**config.mk**
```make
export PLATFORM = sky130hd
export DESIGN_NAME = axi_wr_burst_client_flat
export DESIGN_NICKNAME = d
export VERILOG_FILES = /design/src/rtl/axi_vdma_pkg.sv /design/src/rtl/axi_wr_burst_client_if.sv /design/src/rtl/axi_wr_burst_client.sv /design/src/flat_wrapper.sv
export SDC_FILE = /design/constraint.sdc
export NUM_CORES = 1
export LEC_CHECK = 0
export BUFFER_PORTS_ARGS = -buffer_cell sky130_fd_sc_hd__buf_2
export CAP_MARGIN = 20
export CORE_AREA = 2 2 93 95
export CTS_BUF_LIST = sky130_fd_sc_hd__clkbuf_4 sky130_fd_sc_hd__clkbuf_8 sky130_fd_sc_hd__clkbuf_16
export DETAILED_ROUTE_END_ITERATION = 8
export DIE_AREA = 0 0 95 97
export HOLD_SLACK_MARGIN = 0.12
export PLACE_DENSITY = 0.69
export SKIP_CTS_REPAIR_TIMING = 1
export SYNTH_ARGS = -nofsm -noshare
export SYNTH_HDL_FRONTEND = slang
export SYNTH_SLANG_ARGS = --single-unit
```
**constraint.sdc**
```tcl
create_clock -name clock -period 2.1 [get_ports clock]
set_input_delay 0.105 -clock clock [delete_from_list [all_inputs] [get_ports clock]]
set_output_delay 0.105 -clock clock [all_outputs]
set_load 0.005 [all_outputs]
```
**src/rtl/axi_vdma_pkg.sv**
```systemverilog
// Shared VDMA types: write-client FSM states, AXI encodings and a constant log2 helper.
package axi_vdma_pkg;

  typedef enum logic [2:0] {IDLE, REQ, ARB, ADDR, DATA, RESP, DONE} wr_client_e;

  localparam logic [1:0] AXI_BURST_INCR = 2'b01;
  localparam logic [1:0] AXI_RESP_OKAY  = 2'b00;

  function automatic int clog2(input int value);
    int r;
    r = 0;
    for (int i = 0; i < 31; i++) begin
      if ((1 << i) < value) r = i + 1;
    end
    return r;
  endfunction

endpackage

```
**src/rtl/axi_wr_burst_client_if.sv**
```systemverilog
// Command, write-data stream, lock-arbiter and AXI4 write-channel signals of the write client.
interface axi_wr_burst_client_if #(
  parameter int ADDR_WIDTH = 32,
  parameter int DATA_WIDTH = 64,
  parameter int ID_WIDTH   = 4
);
  logic                    cmd_valid, cmd_ready;
  logic [ADDR_WIDTH-1:0]   cmd_addr;
  logic                    din_valid, din_ready;
  logic [DATA_WIDTH-1:0]   din_data;
  logic                    wr_req, pend_wr, wr_done, err;
  logic [ID_WIDTH-1:0]     awid;
  logic [ADDR_WIDTH-1:0]   awaddr;
  logic [7:0]              awlen;
  logic [2:0]              awsize;
  logic [1:0]              awburst;
  logic                    awvalid, awready;
  logic [DATA_WIDTH-1:0]   wdata;
  logic [DATA_WIDTH/8-1:0] wstrb;
  logic                    wlast, wvalid, wready;
  logic [ID_WIDTH-1:0]     bid;
  logic [1:0]              bresp;
  logic                    bvalid, bready;

  modport master (
    input  cmd_valid, cmd_addr, din_valid, din_data, pend_wr, awready, wready, bid, bresp, bvalid,
    output cmd_ready, din_ready, wr_req, wr_done, err, awid, awaddr, awlen, awsize, awburst,
           awvalid, wdata, wstrb, wlast, wvalid, bready
  );

  modport slave (
    output cmd_valid, cmd_addr, din_valid, din_data, pend_wr, awready, wready, bid, bresp, bvalid,
    input  cmd_ready, din_ready, wr_req, wr_done, err, awid, awaddr, awlen, awsize, awburst,
           awvalid, wdata, wstrb, wlast, wvalid, bready
  );
endinterface

```
**src/rtl/axi_wr_burst_client.sv**
```systemverilog
// Write-channel lock client: requests the bus, waits out pend_wr, then runs one AXI4 INCR burst.
// States: IDLE accept cmd | REQ 1-cycle request | ARB wait pend_wr low | ADDR AW | DATA W beats | RESP B | DONE release pulse
module axi_wr_burst_client
  import axi_vdma_pkg::*;
#(
  parameter int                   ADDR_WIDTH = 32,
  parameter int                   DATA_WIDTH = 64,
  parameter int                   ID_WIDTH   = 4,
  parameter logic [ID_WIDTH-1:0]  AXI_ID     = '0,
  parameter int                   BURST_LEN  = 16
) (
  input  logic                   clock,
  input  logic                   rst_n,
  axi_wr_burst_client_if.master  bus
);

  localparam int                 CNT_W     = $clog2(BURST_LEN + 1);
  localparam logic [CNT_W-1:0]   LAST_BEAT = CNT_W'(BURST_LEN - 1);
  localparam int                 SIZE_LOG2 = clog2(DATA_WIDTH / 8);

  wr_client_e            r_state, w_state_nxt;
  logic [ADDR_WIDTH-1:0] r_awaddr;
  logic [CNT_W-1:0]      r_beat_cnt;
  logic                  r_cmd_ready, r_wr_req, r_awvalid, r_in_data, r_bready, r_wr_done;
  logic                  w_cmd_ready_nxt, w_wr_req_nxt, w_awvalid_nxt, w_in_data_nxt;
  logic                  w_bready_nxt, w_wr_done_nxt;
  logic                  w_cmd_fire, w_aw_fire, w_w_fire, w_b_fire, w_last_beat;
  logic                  w_unused;

  assign w_cmd_fire  = r_cmd_ready & bus.cmd_valid;
  assign w_aw_fire   = r_awvalid & bus.awready;
  assign w_w_fire    = r_in_data & bus.din_valid & bus.wready;
  assign w_b_fire    = r_bready & bus.bvalid;
  assign w_last_beat = (r_beat_cnt == LAST_BEAT);
  assign w_unused    = ^bus.bid;

  // Moore flags are registered from the next state so they all read 0 while in reset.
  always_ff @(posedge clock or negedge rst_n) begin
    if (!rst_n) begin
      r_state     <= IDLE;
      r_cmd_ready <= 1'b0;
      r_wr_req    <= 1'b0;
      r_awvalid   <= 1'b0;
      r_in_data   <= 1'b0;
      r_bready    <= 1'b0;
      r_wr_done   <= 1'b0;
    end else begin
      r_state     <= w_state_nxt;
      r_cmd_ready <= w_cmd_ready_nxt;
      r_wr_req    <= w_wr_req_nxt;
      r_awvalid   <= w_awvalid_nxt;
      r_in_data   <= w_in_data_nxt;
      r_bready    <= w_bready_nxt;
      r_wr_done   <= w_wr_done_nxt;
    end
  end

  always_comb begin
    w_state_nxt = r_state;
    case (r_state)
      IDLE:    if (w_cmd_fire) w_state_nxt = REQ;
      REQ:     w_state_nxt = ARB;
      ARB:     if (!bus.pend_wr) w_state_nxt = ADDR;
      ADDR:    if (w_aw_fire) w_state_nxt = DATA;
      DATA:    if (w_w_fire && w_last_beat) w_state_nxt = RESP;
      RESP:    if (w_b_fire) w_state_nxt = DONE;
      DONE:    w_state_nxt = IDLE;
      default: w_state_nxt = IDLE;
    endcase
    w_cmd_ready_nxt = (w_state_nxt == IDLE);
    w_wr_req_nxt    = (w_state_nxt == REQ) || (w_state_nxt == ARB);
    w_awvalid_nxt   = (w_state_nxt == ADDR);
    w_in_data_nxt   = (w_state_nxt == DATA);
    w_bready_nxt    = (w_state_nxt == RESP);
    w_wr_done_nxt   = (w_state_nxt == DONE);
  end

  always_ff @(posedge clock or negedge rst_n) begin
    if (!rst_n) begin
      r_awaddr   <= '0;
      r_beat_cnt <= '0;
    end else begin
      if (w_cmd_fire) r_awaddr <= bus.cmd_addr;
      if (w_w_fire) r_beat_cnt <= w_last_beat ? '0 : r_beat_cnt + 1'b1;
    end
  end

  assign bus.cmd_ready = r_cmd_ready;
  assign bus.wr_req    = r_wr_req;
  assign bus.wr_done   = r_wr_done;
  assign bus.err       = w_b_fire & (bus.bresp != AXI_RESP_OKAY);
  assign bus.awid      = AXI_ID;
  assign bus.awaddr    = r_awaddr;
  assign bus.awlen     = 8'(BURST_LEN - 1);
  assign bus.awsize    = 3'(SIZE_LOG2);
  assign bus.awburst   = AXI_BURST_INCR;
  assign bus.awvalid   = r_awvalid;
  assign bus.wdata     = bus.din_data;
  assign bus.wstrb     = '1;
  assign bus.wlast     = r_in_data & w_last_beat;
  assign bus.wvalid    = r_in_data & bus.din_valid;
  assign bus.din_ready = r_in_data & bus.wready;
  assign bus.bready    = r_bready;

endmodule

```
**src/flat_wrapper.sv**
```systemverilog
// flat-port wrapper written by rule: the top's interface ports become plain ports
module axi_wr_burst_client_flat import axi_vdma_pkg::*;
#(
  parameter int                   ADDR_WIDTH = 32,
  parameter int                   DATA_WIDTH = 64,
  parameter int                   ID_WIDTH   = 4,
  parameter logic [ID_WIDTH-1:0]  AXI_ID     = '0,
  parameter int                   BURST_LEN  = 16
)
  (clock, rst_n, bus_cmd_valid, bus_cmd_addr, bus_din_valid, bus_din_data, bus_pend_wr, bus_awready, bus_wready, bus_bid, bus_bresp, bus_bvalid, bus_cmd_ready, bus_din_ready, bus_wr_req, bus_wr_done, bus_err, bus_awid, bus_awaddr, bus_awlen, bus_awsize, bus_awburst, bus_awvalid, bus_wdata, bus_wstrb, bus_wlast, bus_wvalid, bus_bready);
  axi_wr_burst_client_if #(.ADDR_WIDTH(ADDR_WIDTH), .DATA_WIDTH(DATA_WIDTH), .ID_WIDTH(ID_WIDTH)) bus_i ();
  input  logic clock;
  input  logic rst_n;
  input wire logic [$bits(bus_i.cmd_valid)-1:0] bus_cmd_valid;
  input wire logic [$bits(bus_i.cmd_addr)-1:0] bus_cmd_addr;
  input wire logic [$bits(bus_i.din_valid)-1:0] bus_din_valid;
  input wire logic [$bits(bus_i.din_data)-1:0] bus_din_data;
  input wire logic [$bits(bus_i.pend_wr)-1:0] bus_pend_wr;
  input wire logic [$bits(bus_i.awready)-1:0] bus_awready;
  input wire logic [$bits(bus_i.wready)-1:0] bus_wready;
  input wire logic [$bits(bus_i.bid)-1:0] bus_bid;
  input wire logic [$bits(bus_i.bresp)-1:0] bus_bresp;
  input wire logic [$bits(bus_i.bvalid)-1:0] bus_bvalid;
  output wire logic [$bits(bus_i.cmd_ready)-1:0] bus_cmd_ready;
  output wire logic [$bits(bus_i.din_ready)-1:0] bus_din_ready;
  output wire logic [$bits(bus_i.wr_req)-1:0] bus_wr_req;
  output wire logic [$bits(bus_i.wr_done)-1:0] bus_wr_done;
  output wire logic [$bits(bus_i.err)-1:0] bus_err;
  output wire logic [$bits(bus_i.awid)-1:0] bus_awid;
  output wire logic [$bits(bus_i.awaddr)-1:0] bus_awaddr;
  output wire logic [$bits(bus_i.awlen)-1:0] bus_awlen;
  output wire logic [$bits(bus_i.awsize)-1:0] bus_awsize;
  output wire logic [$bits(bus_i.awburst)-1:0] bus_awburst;
  output wire logic [$bits(bus_i.awvalid)-1:0] bus_awvalid;
  output wire logic [$bits(bus_i.wdata)-1:0] bus_wdata;
  output wire logic [$bits(bus_i.wstrb)-1:0] bus_wstrb;
  output wire logic [$bits(bus_i.wlast)-1:0] bus_wlast;
  output wire logic [$bits(bus_i.wvalid)-1:0] bus_wvalid;
  output wire logic [$bits(bus_i.bready)-1:0] bus_bready;
  assign bus_i.cmd_valid = bus_cmd_valid;
  assign bus_i.cmd_addr = bus_cmd_addr;
  assign bus_i.din_valid = bus_din_valid;
  assign bus_i.din_data = bus_din_data;
  assign bus_i.pend_wr = bus_pend_wr;
  assign bus_i.awready = bus_awready;
  assign bus_i.wready = bus_wready;
  assign bus_i.bid = bus_bid;
  assign bus_i.bresp = bus_bresp;
  assign bus_i.bvalid = bus_bvalid;
  assign bus_cmd_ready = bus_i.cmd_ready;
  assign bus_din_ready = bus_i.din_ready;
  assign bus_wr_req = bus_i.wr_req;
  assign bus_wr_done = bus_i.wr_done;
  assign bus_err = bus_i.err;
  assign bus_awid = bus_i.awid;
  assign bus_awaddr = bus_i.awaddr;
  assign bus_awlen = bus_i.awlen;
  assign bus_awsize = bus_i.awsize;
  assign bus_awburst = bus_i.awburst;
  assign bus_awvalid = bus_i.awvalid;
  assign bus_wdata = bus_i.wdata;
  assign bus_wstrb = bus_i.wstrb;
  assign bus_wlast = bus_i.wlast;
  assign bus_wvalid = bus_i.wvalid;
  assign bus_bready = bus_i.bready;
  axi_wr_burst_client #(.ADDR_WIDTH(ADDR_WIDTH), .DATA_WIDTH(DATA_WIDTH), .ID_WIDTH(ID_WIDTH), .AXI_ID(AXI_ID), .BURST_LEN(BURST_LEN)) u_core (.clock(clock), .rst_n(rst_n), .bus(bus_i));
endmodule
```
Word-level counts from Yosys, hierarchy flattened

Cells that the tools add are included.

Add/sub/neg operators: 1
Equal/unequal tests: 12
Muxes and demuxes: 7
Bitwise logic cells: 8
Reduce and logical (&&, ||, !) cells: 5

Operator list:

| cell                  | number |
|---|---|
| $pmux W3 S6           | 1 |
| $eq A3 B3 Y1 const B  | 5 |
| $mux W3               | 5 |
| $eq A3 B2 Y1 const B  | 4 |
| $and A1 B1 Y1         | 8 |
| $eq A3 B1 Y1 const B  | 2 |
| $logic_not A3 Y1      | 2 |
| $add A5 B1 Y5 const B | 1 |
| $eq A5 B4 Y1 const B  | 1 |
| $mux W5               | 1 |
| $reduce_bool A2 Y1    | 1 |
| $logic_and A1 B1 Y1   | 1 |
| $logic_or A1 B1 Y1    | 1 |

Flip-flop bits (word level): 46
Bits of input ports: 110
Output and inout bits: 130
Word-level logic and storage cells: 42

Depth between registers and ports, before layout

Gate-level depths: netlist of run 1.

Depth after elaboration: 7
Mapped depth: 5

Worst setup path before layout of run 1

OpenSTA, ideal clock, no wires.

Path type: flip-flop to flip-flop
Start point: register u_core.r_beat_cnt[0]
End point: register u_core.r_wr_req (netlist: u_core.bus.wr_req)
Library setup time: 124 ps
Arrival time: 1484 ps
Data required time: 1976 ps
Slack: 492 ps
Stages on the path, launching flop included: 6
Buffers on the path: 0
Clock period less this slack: 1608 ps
Path through: dfrtp_1 ha_1 and4b_4 and4_4 or3_4 nor3b_2

Cells in the longest elaborated chain, start to end: 6
Elaborated cells on any way between the ends: 7
Classes of those cells: eq/ne (3); mux (2); reduce/logical (2)

RTL lines:

| what                                         | line                      | text |
|---|---|---|
| start, declared                              | axi_wr_burst_client.sv:23 | `logic [CNT_W-1:0] r_beat_cnt;` |
| start signal, assigned                       | axi_wr_burst_client.sv:84 | `if (w_w_fire) r_beat_cnt <= w_last_beat ? '0 : r_beat_cnt + 1'b1;` |
| $eq A5 B4 Y1 *                               | axi_wr_burst_client.sv:34 | `assign w_last_beat = (r_beat_cnt == LAST_BEAT);` |
| $logic_and A1 B1 Y1 *                        | axi_wr_burst_client.sv:65 | `DATA: if (w_w_fire && w_last_beat) w_state_nxt = RESP;` |
| $mux W3 *                                    | axi_wr_burst_client.sv:65 |  |
| $pmux W3 S6 *                                | axi_wr_burst_client.sv:60 | `case (r_state)` |
| $eq A3 B1 Y1 or $eq A3 B2 Y1 (tied branches) | axi_wr_burst_client.sv:71 | `w_wr_req_nxt = (w_state_nxt == REQ) \|\| (w_state_nxt == ARB);` |
| $logic_or A1 B1 Y1 *                         | axi_wr_burst_client.sv:71 |  |
| named net u_core.w_wr_req_nxt                | axi_wr_burst_client.sv:25 | `logic w_cmd_ready_nxt, w_wr_req_nxt, w_awvalid_nxt, w_in_data_nxt;` |
| end signal, assigned                         | axi_wr_burst_client.sv:50 | `r_wr_req <= w_wr_req_nxt;` |
| end, declared                                | axi_wr_burst_client.sv:24 | `logic r_cmd_ready, r_wr_req, r_awvalid, r_in_data, r_bready, r_wr_done;` |

Mark *: on every way through the listed nets, which the timed path passes. The rest lies on a longest branch.
A chain may end at the register's enable or synchronous reset.

Worst setup path after layout of run 1

Ends and elaborated chain as after synthesis.

==> summary.txt, run 1 <==
Outcome
  – Status: completed

Drt
  – Routed wire length: 4570 um
  – DR pass1 iterations: 4
  – Vias per std cell: slightly above 4
  – ANT nets after route: 0
  – DR vias: 1,556
  – Residual DRC count: 0
  – DR WL/cell: 12.0 um
  – Initial DRC Count: 23

GRT
  – Global-route wire length before repair: 6780 um
  – GR Layer Usage met3: 0.0405
  – Largest net degree at the start of global routing: 25
  – Met1 usage: 0.0984
  – Antenna violations before repair: 0
  – Vias in the first global route: between 1,000 and 1,500
  – GR Util met2: 0.158
  – Most used routing layer: met2
  – Gr usage total: 0.0927
  – Total congestion overflow: 0

Timing
  – Worst hold slack: 0.156 ns
  – Final worst-path setup slack: 0.411 ns
  – Setup-failing EPs final: 0
  – Fin Setup TNS: 0 ns
  – Minimum clock period: 1.69 ns
  – Clock Skew: between 0.008 and 0.009 ns
  – Final Cycle Share: 0.804
  – Worst slew pin tran: 0.513 ns
  – Achievable frequency: 592 MHz
  – Hold Fails Final Rpt: 0
  – Fin. max-slew vios: 0
  – Slew margin rel.: 0.658
  – RSZ-0062 raised after global routing: false

Final layout
  – Nets: between 300 and 400
  – Fin cells: about 380
  – N_diodes: 0
  – Share of layout cells above drive strength 1: 0.475
  – Post-route cell area: around 0.0029 mm^2
  – Fillers: 827
  – FF/Latch Area: 0.00115 mm^2
  – Multi-input combinational cell area: 749 um^2
  – Area growth syn-to-layout: 16.3%

Min path
  – HP Class: in -> reg

Worst setup path
  – Worst Reg-to-Reg Cells: 5
  – Worst path max stage delay: 0.43 ns
  – Req. time, crit path: around 2.3 ns
  – Reg-to-reg critical path startpoint: u_core.r_beat_cnt[0]$_DFFE_PN0P_
  – Critical R2R Capture: u_core.bus.wr_req$_DFF_PN0_
  – Max FO, Critical Path: 5
  – Slowest-stage cell, CP: dfrtp_1
  – CP endpoint kind: flop
  – CP Class: reg -> reg
  – Critical path endpoint: u_core.bus.wr_req$_DFF_PN0_
  – Critical Path Source Type: flop
  – Reg2reg setup slack: 0.41 ns
  – Worst setup startpoint: u_core.r_beat_cnt[0]$_DFFE_PN0P_
  – Critical Path AT: ~1.9 ns
  – Worst-path cell chain: ha_1, and4b_4, and4_4, or3_4, nor3b_2

Clock network
  – CTS tree: done
  – Clock latency on the worst-skew pair: between 0.2 and 0.3 ns
  – Clock-pin slew on the worst setup and hold paths: 0.09 ns
  – Clock sinks: 46
  – Root buf cell: clkbuf_8
  – Clock Path Buffers: 2
  – H-tree depth: 2
  – CTS Buf Count: 5

Die
  – Io pins: 240
  – Die ar.: between 0.009 and 0.01 mm^2
  – Die Y: 97 um
  – Core area: just over 0.008 mm^2
  – Site Rows: 33
  – Die W: approximately 95 um
  – Initial Utilization: 0.307

Place
  – Placer Congestion: 0.688
  – Worst slack, placed: 0.419 ns
  – Detailed Place HPWL: 3260 um
  – Dpl cell area: 0.00247 mm^2
  – Placed insts: 340
  – Port Buf Inserts: 82

Synthesis
  – Count of flip-flops with a built-in enable after synthesis: 0
  – Post-synth cell types: 32
  – Post-synth ARST share: 1.00
  – Top FF cell, synth: dfrtp_1
  – Most common cell in the synthesized netlist: buf_4
  – Syn avg cell area: 11.4 um^2
  – Synthesis Warnings: 0
  – #FFs+latches synth: 46
  – Netlist Area Pre-Place: 0.00250 mm^2
  – Cell count after synthesis: 219
  – Cell taking the most area after synthesis: dfrtp_1
  – Post-synthesis sequential area ratio: 0.460
  – Commonest cells in the netlist: 89 x buf_4, 46 x dfrtp_1, 33 x mux2_2
  – Yosys top cell area share: 0.460
  – Largest cells by area after synthesis: dfrtp_1 46%, buf_4 27%, mux2_2 15%

Power
  – Power per cell area: 1130 mW/mm^2
  – Leak: approximately 1.4 nW
  – Max VDD drop: 0.000430 V

Run
  – Max-cap violations: 0
==> layout by cell type (no fill, tap or decap), types with 2 or more instances in the layout <==
master          n
dfrtp_1        46
conb_1         25
clkinv_2        2
buf_2          82
and2_1          4
mux2_2         33
buf_4           3
nor2_1          7
dlygate4sd3_1  33
o21ai_0         3
nand2_1         9
clkbuf_8        5
==> logic make-up (layout without fill, tap and decap cells) <==
kind of cell               after synthesis  count (layout)  synth area share
muxes                                   33              33             0.149
xor gates and xnor gates                 1               1           0.00350
adders and majority gates                1               1           0.00500
and+or+nand+nor                         32              32            0.0730
DFF                                     46              46             0.460
AOI/OAI and AO/OA                       11              11            0.0320
other                                    2              25           0.00300
buffers and inverters                   93             127             0.275
==> worst max-delay path: cells and delay by family, from the launching register on <==
kind,cells,cell delay (ns)
adder cells (fa/ha/maj),1,0.23
flip-flops,1,0.43
AND/OR/NAND/NOR,4,0.92
==> stage by stage <==
step | power [mW] | utilization
final | 3.28 | 0.357
after global routing | 3.54 | 0.357
after CTS | 3.30 | 0.317
after detailed placement | 2.64 | 0.303
after global placement | 2.58 | 0.303
after floorplan | 2.24 | -
==> power by group <==
group          total, mW  internal (mW)  switching (mW)
logic               1.15          0.701           0.450
registers           1.49           1.27           0.214
clock network      0.636          0.350           0.285
total               3.28           2.33           0.949
==> flip-flops by register name, indices dropped and copies added, names as in the netlist <==
register,count
u_core.bus.awaddr,32
u_core.r_beat_cnt,5
u_core.r_state,3
u_core.bus.awvalid,1
u_core.bus.bready,1
u_core.bus.cmd_ready,1
u_core.bus.wr_done,1
u_core.bus.wr_req,1
u_core.r_in_data,1
==> worst min path at each step <==
stage / start / endpoint / slack, ns / cells after the start
after detailed placement: rst_n / u_core.r_beat_cnt[4]$_DFFE_PN0P_ / 0.11 / 1
after global routing: bus_bvalid / u_core.bus.wr_done$_DFF_PN0_ / 0.16 / 3
after global placement: rst_n / u_core.r_beat_cnt[3]$_DFFE_PN0P_ / 0.10 / 1
final: bus_wready / u_core.r_beat_cnt[1]$_DFFE_PN0P_ / 0.16 / 4
after floorplan: rst_n / u_core.bus.awaddr[0]$_DFFE_PN0P_ / -0.19 / 0
after CTS: rst_n / u_core.r_beat_cnt[3]$_DFFE_PN0P_ / -0.22 / 1
==> cell type report <==
| type | count | share of cell area |
|---|---|---|
| Clock inverter | 3 | 0.0138 |
| Timing Repair Buffer | 118 | 0.262 |
| Inverter | 1 | 0.00129 |
| Tap cell | 105 | 0.0452 |
| Clock buffer | 5 | 0.0237 |
| Sequential cell | 46 | 0.396 |
| Multi-Input combinational cell | 103 | 0.258 |
==> metal layers <==
layer / share of wire / up-vias
li1: - / 716
met1: 0.38 / 732
met2: 0.54 / 88
met3: 0.070 / 20
met4: 0.015 / 0
met5: 0 / -
Power figures use the tool's default switching activity.
==> run 2, diff against run 1 <==
- ABC_AREA: not set -> 1
- CORE_AREA: 2 2 93 95 -> 2 2 94 96
- DIE_AREA: 0 0 95 97 -> 0 0 96 98
- PLACE_DENSITY: 0.69 -> 0.68
- clock period: 2.1 -> 1.65 ns (I/O delays scaled with it)
==> summary.txt, run 2 <==
Timing
  – Setup-failing EPs final: 0 (unchanged)
  – Final Cycle Share: 0.845
  – Fin. max-slew vios: 0 (unchanged)
  – Hold Fails Final Rpt: 0 (unchanged)
  – RSZ-0062 raised after global routing: false
  – Achievable frequency: 717 MHz
  – Clock Skew: 0.00707 ns (-0.00183 ns)
  – Fin Setup TNS: 0 ns (unchanged)
  – Minimum clock period: 1.39 ns

Synthesis
  – Synth Area in Compound Gates: 0.0148 (-0.0172)
  – Adder-cell share of the synthesized area: 0.00493 (-0.0000691)
  – Post-synthesis mux area share: 0.142 (-0.00649)
  – Most common cell in the synthesized netlist: buf_4
  – #FFs+latches synth: 46 (unchanged)
  – Post-synth ARST share: 1.00 (unchanged)
  – Netlist Area Pre-Place: 0.00254 mm^2 (+1.4%)
  – Post-Synth Simple-Gate Area: 0.0878 (+0.0148)
  – Largest family of logic cells by synthesized area: buffers and inverters
  – Post-synthesis sequential area ratio: 0.454 (-0.00636)
  – Post-synthesis xor/xnor area fraction: 0.00345 (-0.0000484)
  – Synthesis Warnings: 0 (unchanged)
  – Top FF cell, synth: dfrtp_1
  – Yosys top cell area share: 0.454 (-0.00636)
  – Post-synth cell types: 24 (-25%)
  – Cell count after synthesis: 241 (+10%)
  – Commonest cells in the netlist: 92 x buf_4, 46 x dfrtp_1, 25 x mux2_2
  – Cell taking the most area after synthesis: dfrtp_1
  – Largest cells by area after synthesis: dfrtp_1 45%, buf_4 27%, mux2_2 11%
  – Syn avg cell area: 10.5 um^2 (-7.9%)
  – Count of flip-flops with a built-in enable after synthesis: 0 (unchanged)

Final layout
  – Post-route cell area: 0.00295 mm^2 (+1.5%)
  – Flip-flop count of the largest register after layout: 32 (unchanged)
  – Most frequent cells in the layout: 82 x buf_2, 46 x dfrtp_1, 35 x dlygate4sd3_1, 25 x mux2_2, 25 x conb_1
  – Area growth syn-to-layout: 16.4%
  – Most common cell after layout, fill and taps aside: buf_2
  – N_diodes: 0 (unchanged)
  – Nets: 409 (+6.0%)
  – Share of layout cells above drive strength 1: 0.430 (-0.0451)
  – Fillers: 840 (+1.6%)

Clock network
  – Root buf cell: clkbuf_8
  – Clock sinks: 46 (unchanged)
  – Clock-pin slew on the worst setup and hold paths: 0.09 ns (about the same)
  – H-tree depth: 2 (unchanged)
  – CTS tree: done
  – CTS Buf Count: 5 (unchanged)
  – Clock Path Buffers: 2 (unchanged)
  – Clock latency on the worst-skew pair: 0.29 ns (about the same)

Worst setup path
  – Slowest-stage cell, CP: dfrtp_1
  – CP endpoint kind: output pin
  – Worst Reg-to-Reg Cells: 6 (+1)
  – Worst-path cell chain: ha_1, nand4_1, nor2_1, buf_2
  – Critical Path AT: 1.31 ns (-0.56 ns)
  – Worst setup startpoint: u_core.r_beat_cnt[1]$_DFFE_PN0P_
  – Max FO, Critical Path: 3 (-2)
  – Critical R2R Capture: u_core.bus.cmd_ready$_DFF_PN0_
  – Req. time, crit path: 1.57 ns (-0.71 ns)
  – Reg-to-reg critical path startpoint: u_core.r_beat_cnt[1]$_DFFE_PN0P_
  – Worst path max stage delay: 0.38 ns (-0.05 ns)
  – Critical Path Source Type: flop
  – Reg2reg setup slack: 0.33 ns (-0.08 ns)
  – CP Class: reg -> out

Drt
  – Routed wire length: 4680 um (+2.4%)
  – Vias per std cell: 4.03 (-1.3%)
  – DR vias: 1,636 (+5.1%)
  – DR WL/cell: 11.5 um (-3.9%)
  – DR pass1 iterations: 4 (unchanged)
  – Residual DRC count: 0 (unchanged)
  – Initial DRC Count: 19 (-17%)
  – ANT nets after route: 0 (unchanged)

GRT
  – Vias in the first global route: 1,278 (-9.9%)
  – Antenna violations before repair: 0 (unchanged)
  – Largest net degree at the start of global routing: 33 (+32%)
  – Global-route wire length before repair: 5880 um (-13%)
  – Total congestion overflow: 0 (unchanged)
  – Gr usage total: 0.0808 (-0.0119)

Place
  – Dpl cell area: 0.00252 mm^2 (+2.0%)
  – Port Buf Inserts: 82 (unchanged)
  – Placer Congestion: 0.823 (+20%)
  – Detailed Place HPWL: 3170 um (-2.6%)

Die
  – Site Rows: 34 (+3.0%)
  – Die W: 96 um (+1.1%)
  – Initial Utilization: 0.300 (-0.00791)
  – Core area: 0.00847 mm^2 (+4.1%)
  – Die Y: 98 um (+1.0%)
  – Io pins: 240 (unchanged)
  – Die ar.: 0.00941 mm^2 (+2.1%)

Outcome
  – Status: completed

Min path
  – Min-delay src: bus_wready
  – Worst Hold Endpoint: u_core.r_beat_cnt[1]$_DFFE_PN0P_
  – Cells on Worst Hold Path: 4 (unchanged)
  – HP Class: in -> reg

Power
  – Max VDD drop: 0.000320 V (-26%)
  – Leak: 1.72 nW (+19%)
  – Power per cell area: 746 mW/mm^2 (-34%)

Run
  – Max-cap violations: 0 (unchanged)
run 2: cell families after synthesis:
group | count (synthesis)
buffers and inverters | 104
AND/OR/NAND/NOR | 49
flip-flops | 46
multiplexers | 32
AO/OA/AOI/OAI | 6
other | 2
adder cells (fa/ha/maj) | 1
XOR/XNOR | 1
run 2: worst max path at each step:
stage	endpoint	slack, ns	cells past startpoint
after floorplan	u_core.bus.awaddr[10]$_DFFE_PN0P_	0.48	3
final	bus_wlast	0.26	4
after global placement	u_core.bus.cmd_ready$_DFF_PN0_	0.39	6
after global routing	bus_wlast	0.11	4
after CTS	bus_wlast	0.20	4
after detailed placement	u_core.bus.cmd_ready$_DFF_PN0_	0.33	6
run 2: area by class of cell:
cell class	count	area, um^2	share of cell area
Clock buffer	6	76.3	0.0259
Clock inverter	1	7.51	0.00254
Inverter	12	45.0	0.0153
Multi-Input combinational cell	114	736	0.249
Sequential cell	46	1150	0.390
Tap cell	108	135	0.0458
Timing Repair Buffer	119	801	0.271
run 2: metal layers:
metal	track usage	wire length [um]	up-vias
met2	0.129	2270	90
met1	0.0887	1750	757
li1	-	-	767
met3	0.0340	530	22
met4	0.0462	127	0
met5	0	0	-
run 2: critical path, delay by kind of cell, from the launching register on:
family	cells	cell delay, ns
buffers and inverters	1	0.13
and+or+nand+nor	2	0.31
DFF	1	0.38
adders and majority gates	1	0.20
run 2: power breakdown:
| group | switching, mW | total, mW | internal [mW] |
|---|---|---|---|
| Combinational | 0.135 | 0.292 | 0.157 |
| Clock | 0.363 | 0.670 | 0.307 |
| Sequential | 0.0512 | 1.24 | 1.19 |
| Total | 0.549 | 2.20 | 1.65 |
run 2: per-stage QoR:
| step | cells | hold slack, ns | power (mW) | util | setup slack [ns] |
|---|---|---|---|---|---|
| after global placement | 364 | 0.0336 | 1.47 | 0.297 | 0.388 |
| after global routing | 406 | 0.128 | 2.35 | 0.349 | 0.112 |
| after detailed placement | 364 | 0.0474 | 1.49 | 0.297 | 0.334 |
| final | 406 | 0.0948 | 2.20 | 0.349 | 0.256 |
| after CTS | 371 | -0.284 | 2.19 | 0.307 | 0.205 |
| after floorplan | 264 | -0.213 | 1.54 | - | 0.481 |
==> run 3, diff against run 2 <==
- clock period: 1.65 -> 1.3 ns (I/O delays scaled with it)
==> summary.txt, run 3 (synthesized netlist as in run 2, its figures left out) <==
Worst setup path
  – CP Class: reg -> out
  – Slowest-stage cell, CP: dfrtp_1
  – Critical Path Source Type: flop
  – Reg-to-reg critical path startpoint: u_core.r_beat_cnt[1]$_DFFE_PN0P_
  – Worst path top cell family by delay: flip-flops
  – Worst setup startpoint: u_core.r_beat_cnt[1]$_DFFE_PN0P_
  – Critical R2R Capture: u_core.bus.cmd_ready$_DFF_PN0_
  – Req. time, crit path: 1.24 ns (-0.33 ns)
  – Worst path max stage delay: 0.39 ns (about the same)
  – Max FO, Critical Path: 3 (unchanged)
  – Critical Path AT: 1.33 ns (+0.02 ns)
  – CP endpoint kind: output pin
  – Worst Reg-to-Reg Cells: 6 (unchanged)
  – Reg2reg setup slack: 0.05 ns (-0.28 ns)
  – Worst-path cell chain: ha_2, nand4_1, buf_4, nor2_2, buf_2
  – Worst path bufs/invs: 2 (+1)

Timing
  – Fin Setup TNS: -0.0990 ns (-0.0990 ns)
  – Setup-failing EPs final: 1 (+1)
  – Final Cycle Share: 1.08
  – RSZ-0062 raised after global routing: true
  – Achievable frequency: 715 MHz
  – Minimum clock period: ~1.4 ns
  – Hold Fails Final Rpt: 0 (unchanged)
  – Clock Skew: 0.00675 ns (-0.000318 ns)
  – Final worst-path setup slack: -0.0990 ns (-0.355 ns)
  – Worst hold slack: 0.0918 ns (-0.00299 ns)
  – Fin. max-slew vios: 0 (unchanged)

Place
  – Placer Congestion: 0.778 (-5.4%)
  – Port Buf Inserts: 82 (unchanged)
  – Detailed Place HPWL: 3140 um (-0.99%)
  – Dpl cell area: 0.00252 mm^2 (+0.30%)

Die
  – Initial Utilization: 0.300 (unchanged)
  – Die ar.: 0.00941 mm^2 (unchanged)
  – Die Y: 98 um (unchanged)
  – Site Rows: 34 (unchanged)
  – Io pins: 240 (unchanged)
  – Die W: 96 um (unchanged)
  – Core area: 0.00847 mm^2 (unchanged)

Final layout
  – N_diodes: 0 (unchanged)
  – Area growth syn-to-layout: 17.8%
  – Most common cell after layout, fill and taps aside: buf_2
  – Final core utilization: 0.353 (+0.00429)
  – Most frequent cells in the layout: 82 x buf_2, 46 x dfrtp_1, 36 x dlygate4sd3_1, 25 x mux2_2, 25 x conb_1
  – Share of layout cells above drive strength 1: 0.440 (+0.0109)
  – Post-route cell area: 0.00299 mm^2 (+1.2%)
  – Flip-flop count of the largest register after layout: 32 (unchanged)
  – Nets: 412 (+0.73%)

Clock network
  – CTS Buf Count: 5 (unchanged)
  – H-tree depth: 2 (unchanged)
  – CTS tree: done
  – Clock latency on the worst-skew pair: 0.29 ns (about the same)
  – Clock-pin slew on the worst setup and hold paths: 0.09 ns (about the same)
  – Clock Path Buffers: 2 (unchanged)
  – Clock sinks: 46 (unchanged)
  – Root buf cell: clkbuf_8

Drt
  – DR vias: 1,629 (-0.43%)
  – Residual DRC count: 0 (unchanged)
  – ANT nets after route: 0 (unchanged)
  – Routed wire length: 4660 um (-0.41%)
  – DR WL/cell: 11.4 um (-1.4%)
  – Vias per std cell: 3.97 (-1.4%)
  – Initial DRC Count: 29 (+10)
  – DR pass1 iterations: 5 (+1)

Min path
  – Min-delay src: bus_pend_wr
  – HP Class: in -> reg
  – Worst Hold Endpoint: u_core.bus.awvalid$_DFF_PN0_
  – Cells on Worst Hold Path: 4 (unchanged)

GRT
  – Gr usage total: 0.0817 (+0.000897)
  – Largest net degree at the start of global routing: 33 (unchanged)
  – Antenna violations before repair: 0 (unchanged)
  – Vias in the first global route: 1,376 (+7.7%)
  – Total congestion overflow: 0 (unchanged)
  – Global-route wire length before repair: 6130 um (+4.4%)

Outcome
  – Failing checks: setup timing
  – Status: finished, violations left

Power
  – Sw power: 704 uW (+28%)
  – Max VDD drop: 0.000609 V (+90%)
  – Total power draw: 2.83 mW (+29%)
  – Clock power frac: 0.305 (about the same)
  – Leak: 1.73 nW (+1.1%)
  – Seq pwr share: 0.555 (-0.008)
  – P_int: 2.13 mW (+29%)
  – Sw Share: 0.249 (-0.000569)
  – Power per cell area: 947 mW/mm^2 (+27%)
  – Comb pwr share: 0.140 (+0.007)

Run
  – Max-cap violations: 0 (unchanged)
run 3: layer usage:
metal | share of wire | vias up | routed length, um | GRT usage
met2 | 0.51 | 89 | 2360 | 0.138
met5 | 0 | - | 0 | 0
met4 | 0.016 | 0 | 76 | 0.0407
li1 | - | 774 | - | -
met1 | 0.38 | 748 | 1750 | 0.0871
met3 | 0.10 | 18 | 477 | 0.0316
run 3: layout make-up:
class / instances / area (um^2)
Tap cell: 108 / 135
Inverter: 12 / 45.0
Clock inverter: 2 / 13.8
Clock buffer: 6 / 76.3
Timing Repair Buffer: 122 / 826
Fill cell: 831 / 5480
Multi-Input combinational cell: 114 / 741
Sequential cell: 46 / 1150
run 3: through the flow:
stage	setup WS [ns]	instances
final	-0.0990	410
after global routing	-0.194	410
after CTS	-0.177	373
after detailed placement	0.0496	365
after global placement	0.0783	365
after floorplan	0.131	264
run 3: how the worst max path moves through the flow:
stage                                        end  slack (ns)  cells past startpoint
3_5_place_dp      u_core.bus.cmd_ready$_DFF_PN0_        0.05                      6
2_1_floorplan  u_core.bus.awaddr[10]$_DFFE_PN0P_        0.13                      3
4_1_cts                                bus_wlast       -0.18                      5
3_3_place_gp      u_core.bus.cmd_ready$_DFF_PN0_        0.08                      6
5_1_grt                                bus_wlast       -0.19                      5
6_report                               bus_wlast        -0.1                      5
run 3: power groups by stage:
stage / Clock (mW) / Sequential (mW) / Combinational [mW]
6_report: 0.864 / 1.57 / 0.396
5_1_grt: 0.987 / 1.58 / 0.459
4_1_cts: 0.921 / 1.57 / 0.290
3_3_place_gp: 0 / 1.59 / 0.280
2_1_floorplan: 0 / 1.58 / 0.366
3_5_place_dp: 0 / 1.60 / 0.288
run 3: worst register-to-register path: cells and delay by family, from the launching register on:
kind          cells  cell delay [ns]
fa+ha+maj         1             0.20
simple gates      5             0.54
flops             1             0.39
